$ cat src/rtl/sram_mem_controller.sv
// ----------------------------------------------------------------------------
// sram_mem_controller
//
// Memory-stage responder sitting behind the EX/MEM pipeline register. Each
// load or store becomes a 32-bit word access on an external 16-bit
// asynchronous SRAM. The access is split into two half-word phases: LOW moves
// bits 15:0 and HIGH moves bits 31:16. Each phase holds the SRAM bus for
// WAIT_CYCLES clocks. While an access is in flight, ready stalls the pipeline.
//
// Ports:
//   clk, rst        clock; asynchronous active-high reset
//   rd_en, wr_en    registered load / store requests (store wins if both high)
//   address         byte address; BASE_ADDR maps to SRAM word 0
//   write_data      store value
//   read_data       word returned by the most recent completed load
//   ready           pipeline advance enable (low = hold EX/MEM)
//   sram_addr       half-word address on the SRAM
//   sram_dq_out     data driven onto the SRAM bus during stores
//   sram_dq_oe      bus drive enable; the top level builds the tristate
//   sram_dq_in      data read back from the SRAM
//   sram_we_n       active-low SRAM write strobe
// ----------------------------------------------------------------------------
module sram_mem_controller #(
  parameter int unsigned WAIT_CYCLES = 2,
  parameter logic [31:0] BASE_ADDR   = 32'd1024,
  parameter int unsigned SRAM_AW     = 18
) (
  input  logic               clk,
  input  logic               rst,
  input  logic               rd_en,
  input  logic               wr_en,
  input  logic [31:0]        address,
  input  logic [31:0]        write_data,
  output logic [31:0]        read_data,
  output logic               ready,
  output logic [SRAM_AW-1:0] sram_addr,
  output logic [15:0]        sram_dq_out,
  output logic               sram_dq_oe,
  input  logic [15:0]        sram_dq_in,
  output logic               sram_we_n
);

  typedef enum logic [1:0] {
    IDLE,
    LOW,
    HIGH,
    DONE
  } state_t;

  localparam logic [3:0] WAIT_LAST = 4'(WAIT_CYCLES - 1);

  state_t             state, state_next;
  logic [3:0]         counter, counter_next;
  logic               op, op_next;
  logic [31:0]        read_data_next;
  logic [SRAM_AW-1:0] sram_addr_next;
  logic [15:0]        sram_dq_out_next;
  logic               sram_dq_oe_next;
  logic               sram_we_n_next;
  logic [SRAM_AW-2:0] word;
  logic               last_wait;

  // SRAM word index of the request. The subtraction wraps modulo 2^32, and
  // the byte offset bits are dropped by the shift.
  assign word      = (SRAM_AW-1)'((address - BASE_ADDR) >> 2);
  assign last_wait = (counter == WAIT_LAST);

  // ready is only influenced by the request inputs while idle.
  // Once an access starts, ready stays low until the DONE cycle.
  assign ready = (state == DONE) || ((state == IDLE) && !rd_en && !wr_en);

  // State and all SRAM-facing outputs are registered, so the bus is glitch
  // free. Reset releases the bus at once and discards any half-captured word.
  always_ff @(posedge clk or posedge rst) begin
    if (rst) begin
      state       <= IDLE;
      counter     <= 4'd0;
      op          <= 1'b0;
      read_data   <= 32'd0;
      sram_addr   <= '0;
      sram_dq_out <= 16'd0;
      sram_dq_oe  <= 1'b0;
      sram_we_n   <= 1'b1;
    end else begin
      state       <= state_next;
      counter     <= counter_next;
      op          <= op_next;
      read_data   <= read_data_next;
      sram_addr   <= sram_addr_next;
      sram_dq_out <= sram_dq_out_next;
      sram_dq_oe  <= sram_dq_oe_next;
      sram_we_n   <= sram_we_n_next;
    end
  end

  // Next-state logic. Bus signals are loaded on the transition into each
  // phase, so they are already valid during the phase's first cycle.
  // A read captures each half on the last cycle of its phase. By then the
  // SRAM has had the full wait time to settle.
  always_comb begin
    state_next       = state;
    counter_next     = counter;
    op_next          = op;
    read_data_next   = read_data;
    sram_addr_next   = sram_addr;
    sram_dq_out_next = sram_dq_out;
    sram_dq_oe_next  = sram_dq_oe;
    sram_we_n_next   = sram_we_n;

    unique case (state)
      IDLE: begin
        if (wr_en || rd_en) begin
          op_next        = wr_en;
          state_next     = LOW;
          counter_next   = 4'd0;
          sram_addr_next = {word, 1'b0};
          if (wr_en) begin
            sram_dq_out_next = write_data[15:0];
            sram_dq_oe_next  = 1'b1;
            sram_we_n_next   = 1'b0;
          end else begin
            sram_dq_oe_next  = 1'b0;
            sram_we_n_next   = 1'b1;
          end
        end
      end

      LOW: begin
        if (last_wait) begin
          state_next     = HIGH;
          counter_next   = 4'd0;
          sram_addr_next = {word, 1'b1};
          if (op) begin
            sram_dq_out_next = write_data[31:16];
          end else begin
            read_data_next[15:0] = sram_dq_in;
          end
        end else begin
          counter_next = counter + 4'd1;
        end
      end

      HIGH: begin
        if (last_wait) begin
          state_next      = DONE;
          counter_next    = 4'd0;
          sram_dq_oe_next = 1'b0;
          sram_we_n_next  = 1'b1;
          if (!op) begin
            read_data_next[31:16] = sram_dq_in;
          end
        end else begin
          counter_next = counter + 4'd1;
        end
      end

      DONE: begin
        state_next = IDLE;
      end

      default: begin
        state_next = IDLE;
      end
    endcase
  end

endmodule

$ cat config.mk
export PLATFORM = sky130hd
export DESIGN_NAME = sram_mem_controller
export DESIGN_NICKNAME = d
export VERILOG_FILES = /design/src/rtl/sram_mem_controller.sv
export SDC_FILE = /design/constraint.sdc
export NUM_CORES = 1
export LEC_CHECK = 0
export CORE_ASPECT_RATIO = 0.7
export CORE_UTILIZATION = 25
export CTS_CLUSTER_SIZE = 30
export DETAILED_ROUTE_END_ITERATION = 10
export GPL_ROUTABILITY_DRIVEN = 0
export HOLD_SLACK_MARGIN = 0.08
export PLACE_DENSITY = 0.5
export SYNTH_ARGS = -nofsm -noshare
export SYNTH_HDL_FRONTEND = slang
export SYNTH_SLANG_ARGS = --single-unit
$ cat constraint.sdc
create_clock -name clk -period 3.2 [get_ports clk]
set_input_delay 0.96 -clock clk [delete_from_list [all_inputs] [get_ports clk]]
set_output_delay 0.96 -clock clk [all_outputs]
set_load 0.05 [all_outputs]
**Word level (Yosys, flattened, before mapping)**

Cells that the tools add are included.
W data, S select, Z words.

- Add/sub/neg operators: 2
- Eq/ne operators: 9
- Mux-type cells: 23
- Bitwise operators: 1
- Reduce and logical (&&, ||, !) cells: 19

Operators with widths:

| kind | number |
|---|---|
| $mux W16 | 4 |
| $mux W18 | 2 |
| $pmux W18 S2 | 1 |
| $pmux W16 S2 | 1 |
| $sub A19 B11 Y19 const B | 1 |
| $reduce_and A3 Y1 | 5 |
| $mux W4 | 2 |
| $ne A2 B2 Y1 const B | 4 |
| $pmux W2 S4 | 1 |
| $pmux W4 S2 | 1 |
| $mux W1 | 6 |
| $mux W2 | 3 |
| $reduce_bool A2 Y1 | 3 |
| $reduce_and A5 Y1 | 1 |
| $add A4 B1 Y4 const B | 1 |
| $eq A2 B2 Y1 const B | 2 |
| $eq A4 B1 Y1 const B | 1 |
| $pmux W1 S2 | 2 |
| $reduce_and A2 Y1 | 2 |
| $eq A2 B1 Y1 const B | 1 |
| $logic_and A1 B1 Y1 | 2 |
| $logic_not A1 Y1 | 2 |
| $logic_not A2 Y1 | 1 |
| $logic_or A1 B1 Y1 | 2 |
| other kinds (3) | 3 |

- Register bits: 75
- Bits of input ports: 84
- Output and inout bits: 69
- Word-level logic and storage cells: 63

**Depth between registers and ports, before layout**

Gate-level depths: netlist (run 1).

- Depth after elaboration: 4
- Depth in mapped cells: 8
- Mapped depth without buffers: 6

**Worst setup path after synthesis (run 1)**

OpenSTA, ideal clock, no wires.

- Kind: input to output
- Start: input wr_en
- End: output ready
- Data arrival time: 1.949 ns
- Required time: 2.240 ns
- Path slack: 0.291 ns
- Cell stages on the path: 3
- Buffers on the path: 1
- Cells stage by stage: or3b_2 -> clkbuf_1 -> nand2b_1

- Longest elaborated chain between the ends: 3

RTL lines:

| element | line | source |
|---|---|---|
| start: declaration | 31 | `input logic wr_en,` |
| $logic_not A1 Y1 | 70 | `assign ready = (state == DONE) \|\| ((state == IDLE) && !rd_en && !wr_en);` |
| $logic_and A1 B1 Y1 | 70 |  |
| $logic_or A1 B1 Y1 | 70 |  |
| end: declaration | 35 | `output logic ready,` |

Every way passes these cells.

**Worst setup path after layout (run 1)**

Ends and elaborated chain as after synthesis.

==> results of run 1 <==
-- worst register-to-register path: stages (launching register included) --
cell	delay, ns
dfrtp_1	0.41
inv_1	0.07
ha_1	0.16
or3b_1	0.53
a211oi_4	1.00
mux2_2	0.43
-- flip-flops by register name, indices dropped and copies added (netlist names) --
name,count
read_data,32
op,1
sram_dq_oe,1
counter,4
state,2
sram_we_n,1
sram_addr,18
sram_dq_out,16
-- power breakdown --
part / switching [W] / leakage (nW) / total [W] / internal, W
Combinational: 0.00253 / 1.12 / 0.00398 / 0.00145
Sequential: 0.000255 / 0.867 / 0.00170 / 0.00144
Clock: 0.000407 / 0.149 / 0.00110 / 0.000688
Total: 0.00320 / 2.14 / 0.00678 / 0.00358
-- layout make-up --
| cell class | instances | area [um^2] | area share, % |
|---|---|---|---|
| inverter | 10 | 38.79 | 0.7407 |
| tap | 162 | 202.7 | 3.871 |
| sequential | 75 | 1878 | 35.87 |
| clock inverter | 7 | 100.1 | 1.912 |
| multi-input combinational | 172 | 1338 | 25.54 |
| clock buffer | 9 | 225.2 | 4.301 |
| timing repair buffer | 145 | 1454 | 27.77 |
-- cell usage in the layout, fill, tap and decap left out, types with 2 or more instances in the layout --
cell type        Yosys  routed
a211oi_4             1       2
a21oi_1             26      26
a22o_1               2       2
buf_12               0       2
buf_4                1       7
bufinv_16            0       2
clkbuf_16            0       9
clkdlybuf4s50_1      0     136
clkinvlp_4           0       3
dfrtp_1             74      74
ha_1                 8       8
inv_1               10       9
inv_6                0       2
mux2_1               5       5
mux2_2              37      37
mux2i_1             18      18
nand2_1              9       9
nand2_2              2       2
nand2b_1             3       3
nand3_1              2       2
nor2_1              29      29
nor3_1               2       2
nor4_1               2       2
o21ai_0              6       6
or3b_2               2       2
xnor2_1              3       3
xor2_1               3       3
-- metal layers --
metal,up-vias,global-route usage (%),part of all wire (%)
met5,-,0,0
met4,0,3.077,0.96
met3,10,5.444,7.6
met2,86,18.79,42
met1,1159,17.06,49
li1,1223,-,-
-- worst min path at each step --
| stage | depth (start not counted) | slack, ns | start | to |
|---|---|---|---|---|
| after global placement | 1 | 0.47 | sram_addr[1]$_DFFE_PP0P_ | sram_addr[1]$_DFFE_PP0P_ |
| after detailed placement | 1 | 0.48 | sram_addr[4]$_DFFE_PP0P_ | sram_addr[4]$_DFFE_PP0P_ |
| final | 1 | 0.48 | sram_addr[3]$_DFFE_PP0P_ | sram_addr[3]$_DFFE_PP0P_ |
| after global routing | 1 | 0.50 | sram_addr[3]$_DFFE_PP0P_ | sram_addr[3]$_DFFE_PP0P_ |
| after floorplan | 2 | 0.50 | counter[1]$_DFFE_PP0P_ | counter[1]$_DFFE_PP0P_ |
| after CTS | 1 | 0.49 | sram_addr[3]$_DFFE_PP0P_ | sram_addr[3]$_DFFE_PP0P_ |
-- logic make-up after synthesis --
logic type | count (synthesis) | synth area share [%]
AOI/OAI and AO/OA | 42 | 7.716
xor gates and xnor gates | 6 | 1.589
adders and majority gates | 8 | 3.026
buffers and inverters | 23 | 3.177
DFF | 75 | 56.77
muxes | 60 | 19.74
and+or+nand+nor | 56 | 7.981
-- stage by stage --
step,cells,power [W],cell area (um^2),worst slack (ns),utilization (%)
3_3_place_gp,564,0.005692,4911,0.03706,38.74
5_1_grt,580,0.007171,5236,0.03118,41.30
6_report,580,0.006775,5236,0.05915,41.30
4_1_cts,580,0.006874,5236,0.04778,41.30
3_5_place_dp,564,0.005728,4911,0.01089,38.74
2_1_floorplan,270,0.004420,3308,0.2906,-
==> results.tsv, run 1 <==
stage	metric	value	unit
outcome	status	complete, no violations	
yosys	synth.largest_area_cell	dfrtp_1	
detailed_routing	detail_route.iter0.violations	61	
yosys	post-synth-top-count-cell	dfrtp_1	
detailed_routing	wirelength	8125	um
timing	finClkSkew	0.006196	ns
worst_setup_path	r2r_slack	0.49	ns
layout	syn_to_final_growth	58.28	%
clock_network	cts_buffer_depth	2	
layout	fill_cells	1197	
timing	fmax	318.4	MHz
floorplan	ios	153	
grt	overflow	0	
timing	whs	0.4831	ns
timing	max_slew_margin	24.65	%
timing	period_share	98.15	%
worst_setup_path	crit_path_max_fanout	2	
clock_network	root_buffer	clkbuf_16	
floorplan	core_area	12680	um^2
worst_setup_path	crit_family	simple AND/OR/NAND/NOR gates	
clock_network	tritoncts	done	
floorplan	die_h	98.25	um
yosys	synth-async-reset-ratio	100.0	%
detailed_routing	drcViolationCount	0	
floorplan	rows	34	
placed_design	portBuffers	137	
worst_setup_path	r2r_cells	5	
timing	worstMarginPinSlew	1.127	ns
worst_setup_path	critPathRequiredTime	2.24	ns
worst_setup_path	endpoint	ready	
layout	final_nets	505	
power	leakage	2.140	nW
worst_setup_path	r2r-end	sram_addr[9]$_DFFE_PP0P_	
worst_setup_path	critPathCaptureType	output port	
yosys	syn_inst	270	
floorplan	die_area	13700	um^2
yosys	ys_types	38	
yosys	synthTopCellsByArea	dfrtp_1, mux2_2, mux2i_1, a21oi_1, nor2_1	
layout	drive_gt1_share	17.22	%
detailed_routing	num_vias	2478	
clock_network	cts_sinks	75	
worst_setup_path	setup.worst_path.start	wr_en	
worst_setup_path	cpMaxStageDelayCell	or3b_2	
power	power_density	1294	nW/um^2
yosys	syn-cell-area	3308	um^2
clock_network	cts_hold_buf	0	
grt	grt_pass1_vias	2586	
floorplan	die_x	139.5	um
yosys	synth-main-ff-cell	dfrtp_1	
timing	fin_tns_setup	0	ns
clock_network	ctsHtreeMaxLevel	3	
yosys	yosysSeqAreaShare	56.77	%
worst_setup_path	start_kind	primary input	
detailed_routing	dr.pass1.iters	4	
yosys	synth_top_area_share	55.98	%
detailed_routing	routedWlPerCell	14.01	um
yosys	avgSynthCellArea	12.25	um^2
grt	grt_max_degree	41	
worst_setup_path	cp_num_buf_inv	2	
timing	period_minus_slack	3.141	ns
worst_setup_path	reg2reg_from	counter[1]$_DFFE_PP0P_	
job	max_cap_violations	0	
yosys	synth_nets	362	
timing	rsz0062_at_grt	false	
worst_setup_path	crit_chain	clkdlybuf4s50_1 > or3b_2 > nand2b_1 > buf_12	
floorplan	start_util	26.10	%
yosys	synth_edf_count	0	
detailed_routing	antenna_left	0	
clock_network	cts_setup_buffers	0	
timing	setup_viol_count_final	0	
yosys	synth_common_cells	dfrtp_1, mux2_2, nor2_1	
placed_design	hpwl	5850	um
timing	drv_slew	0	
clock_network	path_clk_slew	0.06	ns
worst_setup_path	worst-path-stages	4	
worst_setup_path	cpPeakStageDelay	0.49	ns
worst_setup_path	arrival	2.18	ns
layout	diodes	0	
timing	finalHoldViolCount	0	
grt	track_usage	12.72	%
grt	grt_pass1_wl	13580	um
power	ir_worst_vdd	0.0005168	V
yosys	ys_seq_elements	75	
grt	antenna_found_initial	0	
detailed_routing	drt-vias-per-instance	4.272	
yosys	ys_warn_count	0	
worst_setup_path	worstSetupPathType	primary input to output port	
clock_network	insertion_delay	0.33	ns
min_path	hold_class	register to register	
clock_network	cts_buffers	9	
clock_network	cts_resized	0	
Power figures use the tool's default switching activity.
==> inputs of run 2 (changes only) <==
--- a/config.mk
+++ b/config.mk
@@ -12,4 +12,5 @@
 export GPL_ROUTABILITY_DRIVEN = 0
 export HOLD_SLACK_MARGIN = 0.08
+export MAX_ROUTING_LAYER = met4
 export PLACE_DENSITY = 0.5
 export SYNTH_ARGS = -nofsm -noshare
==> constraint.sdc (replaced) <==
create_clock -name clk -period 3.2 [get_ports clk]
set_input_delay 0.96 -clock clk [delete_from_list [all_inputs] [get_ports clk]]
set_output_delay 0.96 -clock clk [all_outputs]
set_load 0.1 [all_outputs]
==> results.tsv, run 2 (synthesized netlist as in run 1, its figures left out) <==
stage	metric	value	unit	change
outcome	status	complete, no violations		unchanged
layout	top_register	read_data		unchanged
detailed_routing	num_vias	2529		was 2478
clock_network	cts_setup_buffers	0		unchanged
timing	setup_viol_count_final	0		unchanged
layout	final_common_cell	buf_4		was clkdlybuf4s50_1
min_path	worstHoldStart	sram_addr[4]$_DFFE_PP0P_		was sram_addr[3]$_DFFE_PP0P_
worst_setup_path	crit_path_max_fanout	2		unchanged
clock_network	tritoncts	done		unchanged
layout	drive_gt1_share	33.73	%	was 17.22%
clock_network	cts_buffer_depth	2		unchanged
detailed_routing	drcViolationCount	0		unchanged
timing	finalWorstSetupSlack	0.1375	ns	was 0.05915 ns
worst_setup_path	r2r-end	sram_addr[6]$_DFFE_PP0P_		was sram_addr[9]$_DFFE_PP0P_
clock_network	cts_buffers	9		unchanged
detailed_routing	detail_route.iter0.violations	124		was 61
grt	grt_pass1_vias	2703		was 2586
grt	grt_pass1_wl	13720	um	was 13580 um
detailed_routing	antenna_left	0		unchanged
timing	drv_slew	0		unchanged
clock_network	insertion_delay	0.34	ns	was 0.33 ns
clock_network	cts_sinks	75		unchanged
min_path	whs_path_depth	1		unchanged
worst_setup_path	crit_chain	clkdlybuf4s50_1 > or3b_4 > nand2b_2 > buf_12		was clkdlybuf4s50_1 > or3b_2 > nand2b_1 > buf_12
layout	diodes	0		unchanged
placed_design	portBuffers	137		unchanged
layout	final_nets	505		unchanged
layout	reg_top3	read_data: 32 flops, sram_addr: 18 flops, sram_dq_out: 16 flops		unchanged
timing	fin_tns_setup	0	ns	unchanged
worst_setup_path	critPathRequiredTime	2.24	ns	about the same
layout	final_area	5054	um^2	was 5236 um^2
detailed_routing	drt-vias-per-instance	4.360		was 4.272
layout	syn_to_final_growth	52.76	%	was 58.28%
worst_setup_path	r2r_cells	5		unchanged
worst_setup_path	cpMaxStageDelayCell	clkdlybuf4s50_1		was or3b_2
floorplan	start_util	26.10	%	unchanged
detailed_routing	dr.pass1.iters	4		unchanged
timing	fmax	326.5	MHz	was 318.4 MHz
worst_setup_path	reg2reg_from	counter[1]$_DFFE_PP0P_		unchanged
job	max_cap_violations	0		unchanged
grt	antenna_found_initial	0		unchanged
detailed_routing	wirelength	8299	um	was 8125 um
clock_network	root_buffer	clkbuf_16		unchanged
worst_setup_path	start_kind	primary input		unchanged
timing	worstMarginPinSlew	1.116	ns	was 1.127 ns
grt	grt_max_degree	76		was 41
placed_design	place_area	4743	um^2	was 4911 um^2
worst_setup_path	critPathCaptureType	output port		unchanged
grt	track_usage	13.37	%	was 12.72%
timing	period_share	95.70	%	was 98.15%
timing	finClkSkew	0.01344	ns	was 0.006196 ns
worst_setup_path	cpPeakStageDelay	0.44	ns	was 0.49 ns
floorplan	die_x	139.5	um	unchanged
layout	largest_register_ffs	32		unchanged
timing	period_minus_slack	3.062	ns	was 3.141 ns
worst_setup_path	arrival	2.10	ns	was 2.18 ns
floorplan	die_area	13700	um^2	unchanged
placed_design	place_ws	0.01010	ns	was 0.01089 ns
worst_setup_path	r2r_slack	0.53	ns	was 0.49 ns
timing	rsz0062_at_grt	false		unchanged
grt	overflow	0		unchanged
clock_network	path_clk_slew	0.06	ns	about the same
layout	final_cell_mix	buf_4, dfrtp_1, clkdlybuf4s50_1		was clkdlybuf4s50_1, dfrtp_1, mux2_2
min_path	whs_endpoint	sram_addr[4]$_DFFE_PP0P_		was sram_addr[3]$_DFFE_PP0P_
worst_setup_path	worstSetupPathType	primary input to output port		unchanged
floorplan	core_area	12680	um^2	unchanged
timing	max_slew_margin	25.36	%	was 24.65%
floorplan	rows	34		unchanged
detailed_routing	routedWlPerCell	14.31	um	was 14.01 um
placed_design	hpwl	5931	um	was 5850 um
min_path	hold_class	register to register		unchanged
floorplan	ios	153		unchanged
floorplan	die_h	98.25	um	unchanged
timing	finalHoldViolCount	0		unchanged
clock_network	ctsHtreeMaxLevel	3		unchanged
## run 2: cell count changes in the layout (fill, tap and decap cells not counted), sizes merged
cell / delta
clkdlybuf4s50: -68
bufinv: -1
clkinvlp: -1
buf: +68
inv: +2
## run 2: worst max path at each step
| stage | slack (ns) | depth (start not counted) | start | end |
|---|---|---|---|---|
| 6_report | 0.14 | 4 | wr_en | ready |
| 5_1_grt | 0.10 | 4 | wr_en | ready |
| 4_1_cts | 0.03 | 4 | wr_en | ready |
| 3_5_place_dp | 0.01 | 5 | wr_en | sram_addr[6]$_DFFE_PP0P_ |
| 3_3_place_gp | 0.04 | 4 | wr_en | ready |
| 2_1_floorplan | 0.26 | 3 | wr_en | ready |
## run 2: routing by layer
| layer | up-vias | track usage [%] | part of all wire, % |
|---|---|---|---|
| met2 | 87 | 20.02 | 43 |
| li1 | 1225 | - | - |
| met5 | - | - | 0 |
| met3 | 9 | 4.757 | 6.6 |
| met4 | 0 | 3.590 | 0.75 |
| met1 | 1208 | 17.02 | 49 |
## run 2: critical path, delay by kind of cell
family / cells / cell delay [ns]
buffers and inverters: 2 / 0.61
AND/OR/NAND/NOR: 2 / 0.52
## run 2: stage by stage
stage                     util, %  std cells  hold slack, ns
after floorplan                 -        270          0.4971
after global placement      37.42        564          0.4706
after detailed placement    37.42        564          0.4851
after CTS                   39.84        580          0.5014
after global routing        39.86        580          0.5242
final                       39.86        580          0.4994
## run 2: area by class of cell
cell class | count | area [um^2]
fill | 1248 | 7624
sequential | 75 | 1878
inverter | 10 | 38.79
multi-input combinational | 172 | 1343
clock inverter | 7 | 82.58
tap | 162 | 202.7
clock buffer | 9 | 225.2
timing repair buffer | 145 | 1284
## run 2: what timing repair did
item	CTS	global route
hold buffers	0	0
endpoints found under the hold margin	0	0
endpoints found under the setup margin	0	1
resized for setup	0	1
Power of run 2 is not shown: default switching activity piles up to over one toggle a cycle in this logic, so the estimate is an artifact.
==> inputs of run 3 (changes only) <==
Settings changed: GPL_ROUTABILITY_DRIVEN 0 to default.
==> results of run 3 <==
The final DEF is identical to that of run 2; final timing and power are the same.
Power of run 3 is left out for the same reason.
